**src/rtl/a2d_chan_seq.sv**
```systemverilog
// A2D channel sequencer: walks a configurable ADC128S channel list through the SPI monarch,
// optionally IIR-filters each result and maintains a hysteretic low-battery flag.
module a2d_chan_seq #(
  parameter int unsigned NUM_CH     = 4,
  parameter logic [23:0] CH_MAP     = 24'o0000_4530,
  parameter int unsigned FILT_SHIFT = 0,
  parameter int unsigned BATT_SLOT  = 2,
  parameter logic [11:0] BATT_THRES = 12'h800,
  parameter logic [11:0] BATT_HYST  = 12'h040
) (
  input  logic                   clk,
  input  logic                   rst_n,
  input  logic                   nxt,
  input  logic                   cont,
  output logic                   wrt,
  output logic [15:0]            cmd,
  input  logic                   done,
  input  logic [15:0]            rd_data,
  output logic [12*NUM_CH-1:0]   res_vec,
  output logic                   res_vld,
  output logic [2:0]             slot_idx,
  output logic                   round_done,
  output logic                   batt_low,
  output logic                   busy
);

  localparam int unsigned RES_W = 12;
  localparam int unsigned VEC_W = RES_W * NUM_CH;
  localparam logic [2:0]  LAST_SLOT = 3'(NUM_CH - 1);
  localparam logic [2:0]  BATT_IDX  = 3'(BATT_SLOT);
  localparam bit          FILT_EN   = (FILT_SHIFT != 0);
  localparam logic [12:0] REL_SUM   = 13'(BATT_THRES) + 13'(BATT_HYST);
  localparam logic [11:0] BATT_REL  = REL_SUM[12] ? 12'hFFF : REL_SUM[11:0];

  typedef enum logic [2:0] {
    S_IDLE, S_CMD, S_WAIT1, S_GAP, S_RD, S_WAIT2, S_UPDATE
  } state_t;

  state_t             state_q, state_d;
  logic [2:0]         slot_q, slot_d;
  logic               pending_q, pending_d;
  logic               wrt_q, wrt_d;
  logic [15:0]        cmd_q, cmd_d;
  logic [VEC_W-1:0]   res_vec_q, res_vec_d;
  logic               res_vld_q, res_vld_d;
  logic [2:0]         slot_idx_q, slot_idx_d;
  logic               round_done_q, round_done_d;
  logic               batt_low_q, batt_low_d;
  logic               busy_q, busy_d;
  logic [NUM_CH-1:0]  first_q, first_d;

  logic [2:0]         slot_adv, cmd_slot, ch_sel;
  logic [15:0]        slot_cmd;
  logic [11:0]        sample, res_old, new_res;
  logic               first_old;
  logic signed [12:0] delta, delta_sh;
  logic               unused_rd_hi;

  assign unused_rd_hi = ^rd_data[15:12];

  // Slot bookkeeping, per-slot lookups and the IIR update for the captured sample
  always_comb begin
    slot_adv  = (slot_q == LAST_SLOT) ? 3'd0 : 3'(slot_q + 3'd1);
    cmd_slot  = (state_q == S_UPDATE) ? slot_adv : slot_q;
    ch_sel    = 3'd0;
    res_old   = 12'h000;
    first_old = 1'b0;
    for (int unsigned k = 0; k < NUM_CH; k++) begin
      if (cmd_slot == 3'(k)) ch_sel = CH_MAP[3*k +: 3];
      if (slot_q == 3'(k)) begin
        res_old   = res_vec_q[RES_W*k +: RES_W];
        first_old = first_q[k];
      end
    end
    slot_cmd = {2'b00, ch_sel, 11'h000};
    sample   = rd_data[11:0];
    delta    = $signed({1'b0, sample}) - $signed({1'b0, res_old});
    delta_sh = delta >>> FILT_SHIFT;
    new_res  = (!FILT_EN || first_old) ? sample : 12'(res_old + delta_sh[11:0]);
  end

  // Next-state and registered-output logic
  always_comb begin
    state_d      = state_q;
    slot_d       = slot_q;
    pending_d    = pending_q;
    wrt_d        = 1'b0;
    cmd_d        = cmd_q;
    res_vec_d    = res_vec_q;
    res_vld_d    = 1'b0;
    slot_idx_d   = slot_idx_q;
    round_done_d = 1'b0;
    batt_low_d   = batt_low_q;
    first_d      = first_q;

    if (state_q != S_IDLE && nxt) pending_d = 1'b1;

    case (state_q)
      S_IDLE: begin
        if (nxt || pending_q || cont) begin
          state_d   = S_CMD;
          pending_d = 1'b0;
          wrt_d     = 1'b1;
          cmd_d     = slot_cmd;
        end
      end
      S_CMD:   state_d = S_WAIT1;
      S_WAIT1: if (done) state_d = S_GAP;
      S_GAP: begin
        state_d = S_RD;
        wrt_d   = 1'b1;
        cmd_d   = slot_cmd;
      end
      S_RD:    state_d = S_WAIT2;
      S_WAIT2: begin
        if (done) begin
          state_d      = S_UPDATE;
          res_vld_d    = 1'b1;
          slot_idx_d   = slot_q;
          round_done_d = (slot_q == LAST_SLOT);
          for (int unsigned k = 0; k < NUM_CH; k++) begin
            if (slot_q == 3'(k)) begin
              res_vec_d[RES_W*k +: RES_W] = new_res;
              first_d[k]                  = 1'b0;
            end
          end
          if (slot_q == BATT_IDX) begin
            if (new_res < BATT_THRES)      batt_low_d = 1'b1;
            else if (new_res >= BATT_REL)  batt_low_d = 1'b0;
          end
        end
      end
      S_UPDATE: begin
        slot_d = slot_adv;
        // pending is consumed by this hand-off; an nxt seen now queues the next one
        pending_d = nxt;
        if (pending_q || cont) begin
          state_d = S_CMD;
          wrt_d   = 1'b1;
          cmd_d   = slot_cmd;
        end else begin
          state_d = S_IDLE;
        end
      end
      default: state_d = S_IDLE;
    endcase

    busy_d = (state_d != S_IDLE);
  end

  always_ff @(posedge clk or negedge rst_n) begin
    if (!rst_n) begin
      state_q      <= S_IDLE;
      slot_q       <= 3'd0;
      pending_q    <= 1'b0;
      wrt_q        <= 1'b0;
      cmd_q        <= 16'h0000;
      res_vec_q    <= '0;
      res_vld_q    <= 1'b0;
      slot_idx_q   <= 3'd0;
      round_done_q <= 1'b0;
      batt_low_q   <= 1'b0;
      busy_q       <= 1'b0;
      first_q      <= '1;
    end else begin
      state_q      <= state_d;
      slot_q       <= slot_d;
      pending_q    <= pending_d;
      wrt_q        <= wrt_d;
      cmd_q        <= cmd_d;
      res_vec_q    <= res_vec_d;
      res_vld_q    <= res_vld_d;
      slot_idx_q   <= slot_idx_d;
      round_done_q <= round_done_d;
      batt_low_q   <= batt_low_d;
      busy_q       <= busy_d;
      first_q      <= first_d;
    end
  end

  assign wrt        = wrt_q;
  assign cmd        = cmd_q;
  assign res_vec    = res_vec_q;
  assign res_vld    = res_vld_q;
  assign slot_idx   = slot_idx_q;
  assign round_done = round_done_q;
  assign batt_low   = batt_low_q;
  assign busy       = busy_q;

endmodule

```
**config.mk**
```make
export PLATFORM = sky130hd
export DESIGN_NAME = a2d_chan_seq
export DESIGN_NICKNAME = d
export VERILOG_FILES = /design/src/rtl/a2d_chan_seq.sv
export SDC_FILE = /design/constraint.sdc
export NUM_CORES = 1
export LEC_CHECK = 0
export CAP_MARGIN = 30
export CORE_MARGIN = 8
export CORE_UTILIZATION = 46
export CTS_CLUSTER_DIAMETER = 150
export CTS_CLUSTER_SIZE = 12
export DETAILED_ROUTE_END_ITERATION = 10
export PLACE_DENSITY_LB_ADDON = 0.2
export SYNTH_ARGS = -nofsm -noshare
export SYNTH_HDL_FRONTEND = slang
export SYNTH_SLANG_ARGS = --single-unit
```
**constraint.sdc**
```tcl
create_clock -name clk -period 2.3 [get_ports clk]
set_input_delay 0.69 -clock clk [delete_from_list [all_inputs] [get_ports clk]]
set_output_delay 0.69 -clock clk [all_outputs]
set_load 0.02 [all_outputs]
```
After elaboration in Yosys (flattened, before gate mapping)
Cells that the tools add are included.

cells by class
  $add $sub $neg = 1
  multiply operators = 0
  div/mod/pow operators = 0
  $lt $le $gt $ge = 2
  equal/unequal tests = 14
  shifts and indexed selects = 0
  muxes and demuxes = 25
  bitwise operators = 0
  reductions and logical operators = 17

operators with widths
  kind                                            number
  one-hot mux 16 bit (3 select lines)             1
  two-way mux 16 bit                              2
  two-way mux 3 bit                               7
  one-hot mux 3 bit (7 select lines)              1
  == test 3 x 2 -> 1 bit (second input constant)  6
  AND reduction 3 bit                             5
  >= comparator 12 bit (second input constant)    1
  < comparator 12 bit (second input constant)     1
  two-way mux 1 bit                               11
  == test 3 x 1 -> 1 bit (second input constant)  3
  == test 3 bit (second input constant)           3
  nonzero test 3 bit                              3
  zero test 3 bit                                 2
  AND reduction 4 bit                             1
  adder 3 x 1 -> 3 bit (second input constant)    1
  logical OR 1 bit                                3
  one-hot mux 1 bit (3 select lines)              1
  two-way mux 2 bit                               1
  != test 2 x 1 -> 1 bit (second input constant)  1
  != test 2 bit (second input constant)           1
  one-hot mux 1 bit (2 select lines)              1
  AND reduction 2 bit                             1
  nonzero test 2 bit                              1
  logical AND 1 bit                               1

storage, ports and cells
  bits in registers = 79
  latch bits = 0
  bits in writable memories = 0
  ROM bits = 0
  word-level logic and storage cells = 73
  memories kept = 0

Logic depth before layout (Yosys ltp)
  depth after elaboration = 9
  depth in mapped cells = 7
  depth with buffers taken out = 5

Worst setup path after synthesis
Ideal clock, no wire load.

  path type = input to register
  from = input port done
  to = register res_vec_q[10], in the netlist res_vec[10]
  data arrival time = 1.608 ns
  required time = 2.175 ns
  setup slack = 0.567 ns
  stages on the path = 4
  buffers on the path = 1
  path through = nor2b_1 > and3_1 > buf_4 > mux2_2

on the way
  word-level cells in the longest chain between the ends = 1

RTL lines
  element                        line  RTL
  start, declared                17    input logic done,
  AND reduction 3 bit (no line)  -
  end signal, assigned           171   res_vec_q <= res_vec_d;
  end, declared                  44    logic [VEC_W-1:0] res_vec_q, res_vec_d;

No other way between the ends.
A chain may end at the register's enable or synchronous reset.

Worst setup path in the final report
  from = register res_vec_q[0], in the netlist res_vec[0]
  to = output port res_vec[0]

RTL lines
  element        line  RTL
  end, declared  19    output logic [12*NUM_CH-1:0] res_vec,

No word-level cell between the ends.

==> flow_summary_export.csv <==
group,metric,value,unit
run_status,status,"finished, final reports clean",
placed_design,numPortBuffers,75,
power,p_int,3500,uW
final_layout,fill_cells,480,
clock_network,clockBufferDepth,2,
logic_synthesis,synth_top_area_share,57.4,%
timing,setup_viol,0,
min_path,min_path_type,"in -> async",
route,vias,1837,
clock_network,cts_tree,"built",
floorplanning,rows,29,
logic_synthesis,netlist_area,0.00288,sq mm
power,p_seq_share,36.3,%
critical_path,r2r_end,"res_vec[38]",
clock_network,path_clk_slew,70,ps
timing,rsz0062_at_grt,"no",
power,ir_drop,0.000783,V
final_layout,area_growth_syn_to_layout,37.3,%
grt,grt_pass1_vias,1826,
grt,track_usage,13.9,%
critical_path,crit_fanout,2,
power,power,5320,uW
timing,fin_crit,2010,ps
route,wire_per_inst,16.1,microns
clock_network,cts_resized,0,
floorplanning,die_y,95.1,microns
logic_synthesis,ys_seq_area_share,57.4,%
floorplanning,dieArea,0.00904,sq mm
clock_network,postCtsSetupBuffers,0,
critical_path,critical_path_arrival,1320,ps
critical_path,crit_type,"reg -> out",
critical_path,max_stage_delay,620,ps
clock_network,cts.sinks,66,
route,drc,0,
route,dr.pass1.iters,4,
grt,antenna_found_initial,0,
logic_synthesis,synth_warnings,0,
critical_path,slowest_stage,"clkdlybuf4s50_1",
floorplanning,die_w,95.1,microns
final_layout,diodes,0,
timing,max_freq,0.498,GHz
grt,grt_pass1_wl,9650,microns
timing,hold_viol,0,
logic_synthesis,synth.distinct_cells,40,
critical_path,path_delay_family,"buffers and inverters",
route,wirelength,6010,microns
logic_synthesis,ys_ff_latch,66,
power,p_leak,0.00189,uW
flow_run,drv_cap,0,
timing,final.period_utilization,87.3,%
logic_synthesis,synth_top_area_cell,"dfrtp_1",
final_layout,multiInputGateArea,0.00108,sq mm
placed_design,hpwl,4450,microns
clock_network,clock_latency,330,ps
timing,setup_tns,0,ps
logic_synthesis,synth.avg_cell_area,14.0,sq um
final_layout,register_area,0.00165,sq mm
final_layout,drive_above_1_share,27.4,%
critical_path,end_kind,"output pin",
logic_synthesis,synth_cells,206,
grt,grt_max_degree,42,
route,viasPerCell,4.92,
power,clock_power_share,19.9,%
floorplanning,io_pins,93,
floorplanning,design.core.area,0.00620,sq mm
route,ant_nets,0,
critical_path,crit_path_start_kind,"flip-flop",
grt,grt_overflow_total,0,
critical_path,crit_chain,"clkdlybuf4s50_1",
clock_network,cts_root_buf,"clkbuf_8",
final_layout,nNetsFinal,316,
power,p_switching,1820,uW
critical_path,crit_buf_inv,1,
critical_path,ff2ff_path_depth,5,
critical_path,reg2reg_slack,670,ps
clock_network,cts_made_buffers,9,
timing,slew_viol_final,0,
placed_design,place_congestion,0.770,
power,switching_share,34.2,%
clock_network,h-tree-depth,3,
floorplanning,initial_utilization,46.4,%
critical_path,r2r_start,"state_q[0]",
power,combPwrFrac,43.8,%
critical_path,required,1610,ps
logic_synthesis,ys_top_cells_by_area,"dfrtp_1 57%, mux2_2 12%, mux2_4 9.9%",
route,drtIter0Drc,54,
power,power_density,1350,mW/mm^2
timing,fin_skew,4.48,ps
clock_network,cts_hold_buf,0,
cell type report:
type	count	share of cell area [%]
Inverter	8	0.760
Timing Repair Buffer	83	22.0
Tap cell	77	2.44
Sequential cell	66	41.8
Clock inverter	5	1.96
Multi-Input combinational cell	123	27.5
Clock buffer	11	3.58
cell usage in the layout (no fill, tap or decap), types with 3 or more instances in the layout:
cell             instances
clkdlybuf4s50_1         74
mux2_4                  19
buf_12                   5
conb_1                  13
clkbuf_8                10
mux2_2                  30
dfrtp_1                 66
inv_1                    8
ha_1                     4
o21ai_0                  8
xor2_1                   3
buf_4                    3
nand2_1                  7
nor2_1                   4
cell usage after synthesis:
cell	count
a21oi_1	2
a222oi_1	1
a31o_2	1
a31oi_1	1
a41oi_1	1
and2_4	1
and3_1	1
and3b_1	1
and3b_2	1
buf_2	2
buf_4	14
buf_6	3
clkbuf_1	2
conb_1	1
dfrtp_1	66
ha_1	4
inv_1	8
mux2_2	30
mux2_4	19
nand2_1	7
nand2_2	2
nand2b_1	2
nand3_1	2
nand3_2	1
nand3b_1	2
nor2_1	4
nor2b_1	2
nor3_1	2
nor4_1	1
o21a_1	2
o21ai_0	8
o21bai_1	2
o221ai_1	1
o221ai_2	1
o22a_1	1
o22ai_1	1
or2_2	1
or3_1	1
or4_1	1
xor2_1	3
stage by stage:
stage | hold WS, ps | instances | utilization [%] | setup slack [ps] | cell area, sq um
2_1_floorplan | 394 | 218 | - | 567 | 2920
3_3_place_gp | 470 | 357 | 60.1 | 80.2 | 3730
3_5_place_dp | 474 | 357 | 60.1 | 60.1 | 3730
4_1_cts | 206 | 373 | 63.7 | 267 | 3950
5_1_grt | 204 | 373 | 63.7 | 243 | 3950
6_report | 220 | 373 | 63.7 | 293 | 3950
layer usage:
metal	routed length, microns	global-route usage, %	vias to the layer above	share of wire [%]
met4	76	6.24	0	1.3
met5	0	0	-	0
met2	2960	21.2	48	49
met3	394	4.09	8	6.6
li1	-	-	861	-
met1	2570	18.0	920	43
sequential cells by signal (all words and copies together) (netlist names):
name	count
slot_idx	3
res_vld	1
slot_q	3
cmd	3
state_q	3
busy	1
round_done	1
pending_q	1
batt_low	1
res_vec	48
wrt	1
worst max-delay path by stage:
stage / end / depth (start not counted) / from / slack, ps
after floorplan: res_vec[10] / 4 / done / 570
final: res_vec[0] / 1 / res_vec[0] / 290
after CTS: res_vec[0] / 1 / res_vec[0] / 270
after detailed placement: res_vec[5] / 5 / done / 60
after global routing: res_vec[40] / 1 / res_vec[40] / 240
after global placement: res_vec[2] / 5 / done / 80
power by group through the flow:
stage	Combinational, uW	Clock [uW]	Sequential [uW]
detailed placement	2360	0	1960
global route	2510	1150	2000
floorplan	912	0	2350
CTS	2370	1080	1940
global placement	2320	0	1940
finish	2330	1060	1930
cell families (layout without fill, tap and decap cells):
kind of cell | count (synthesis) | after routing | share of synthesized area [%]
adder cells (fa/ha/maj) | 4 | 4 | 1.74
flip-flops | 66 | 66 | 57.4
AND/OR/NAND/NOR | 32 | 32 | 6.39
XOR/XNOR | 3 | 3 | 0.913
AO/OA/AOI/OAI | 22 | 22 | 5.30
buffers and inverters | 29 | 107 | 6.48
multiplexers | 49 | 49 | 21.7
other | 1 | 13 | 0.130
Note: power is estimated with default switching activity, not from simulation.
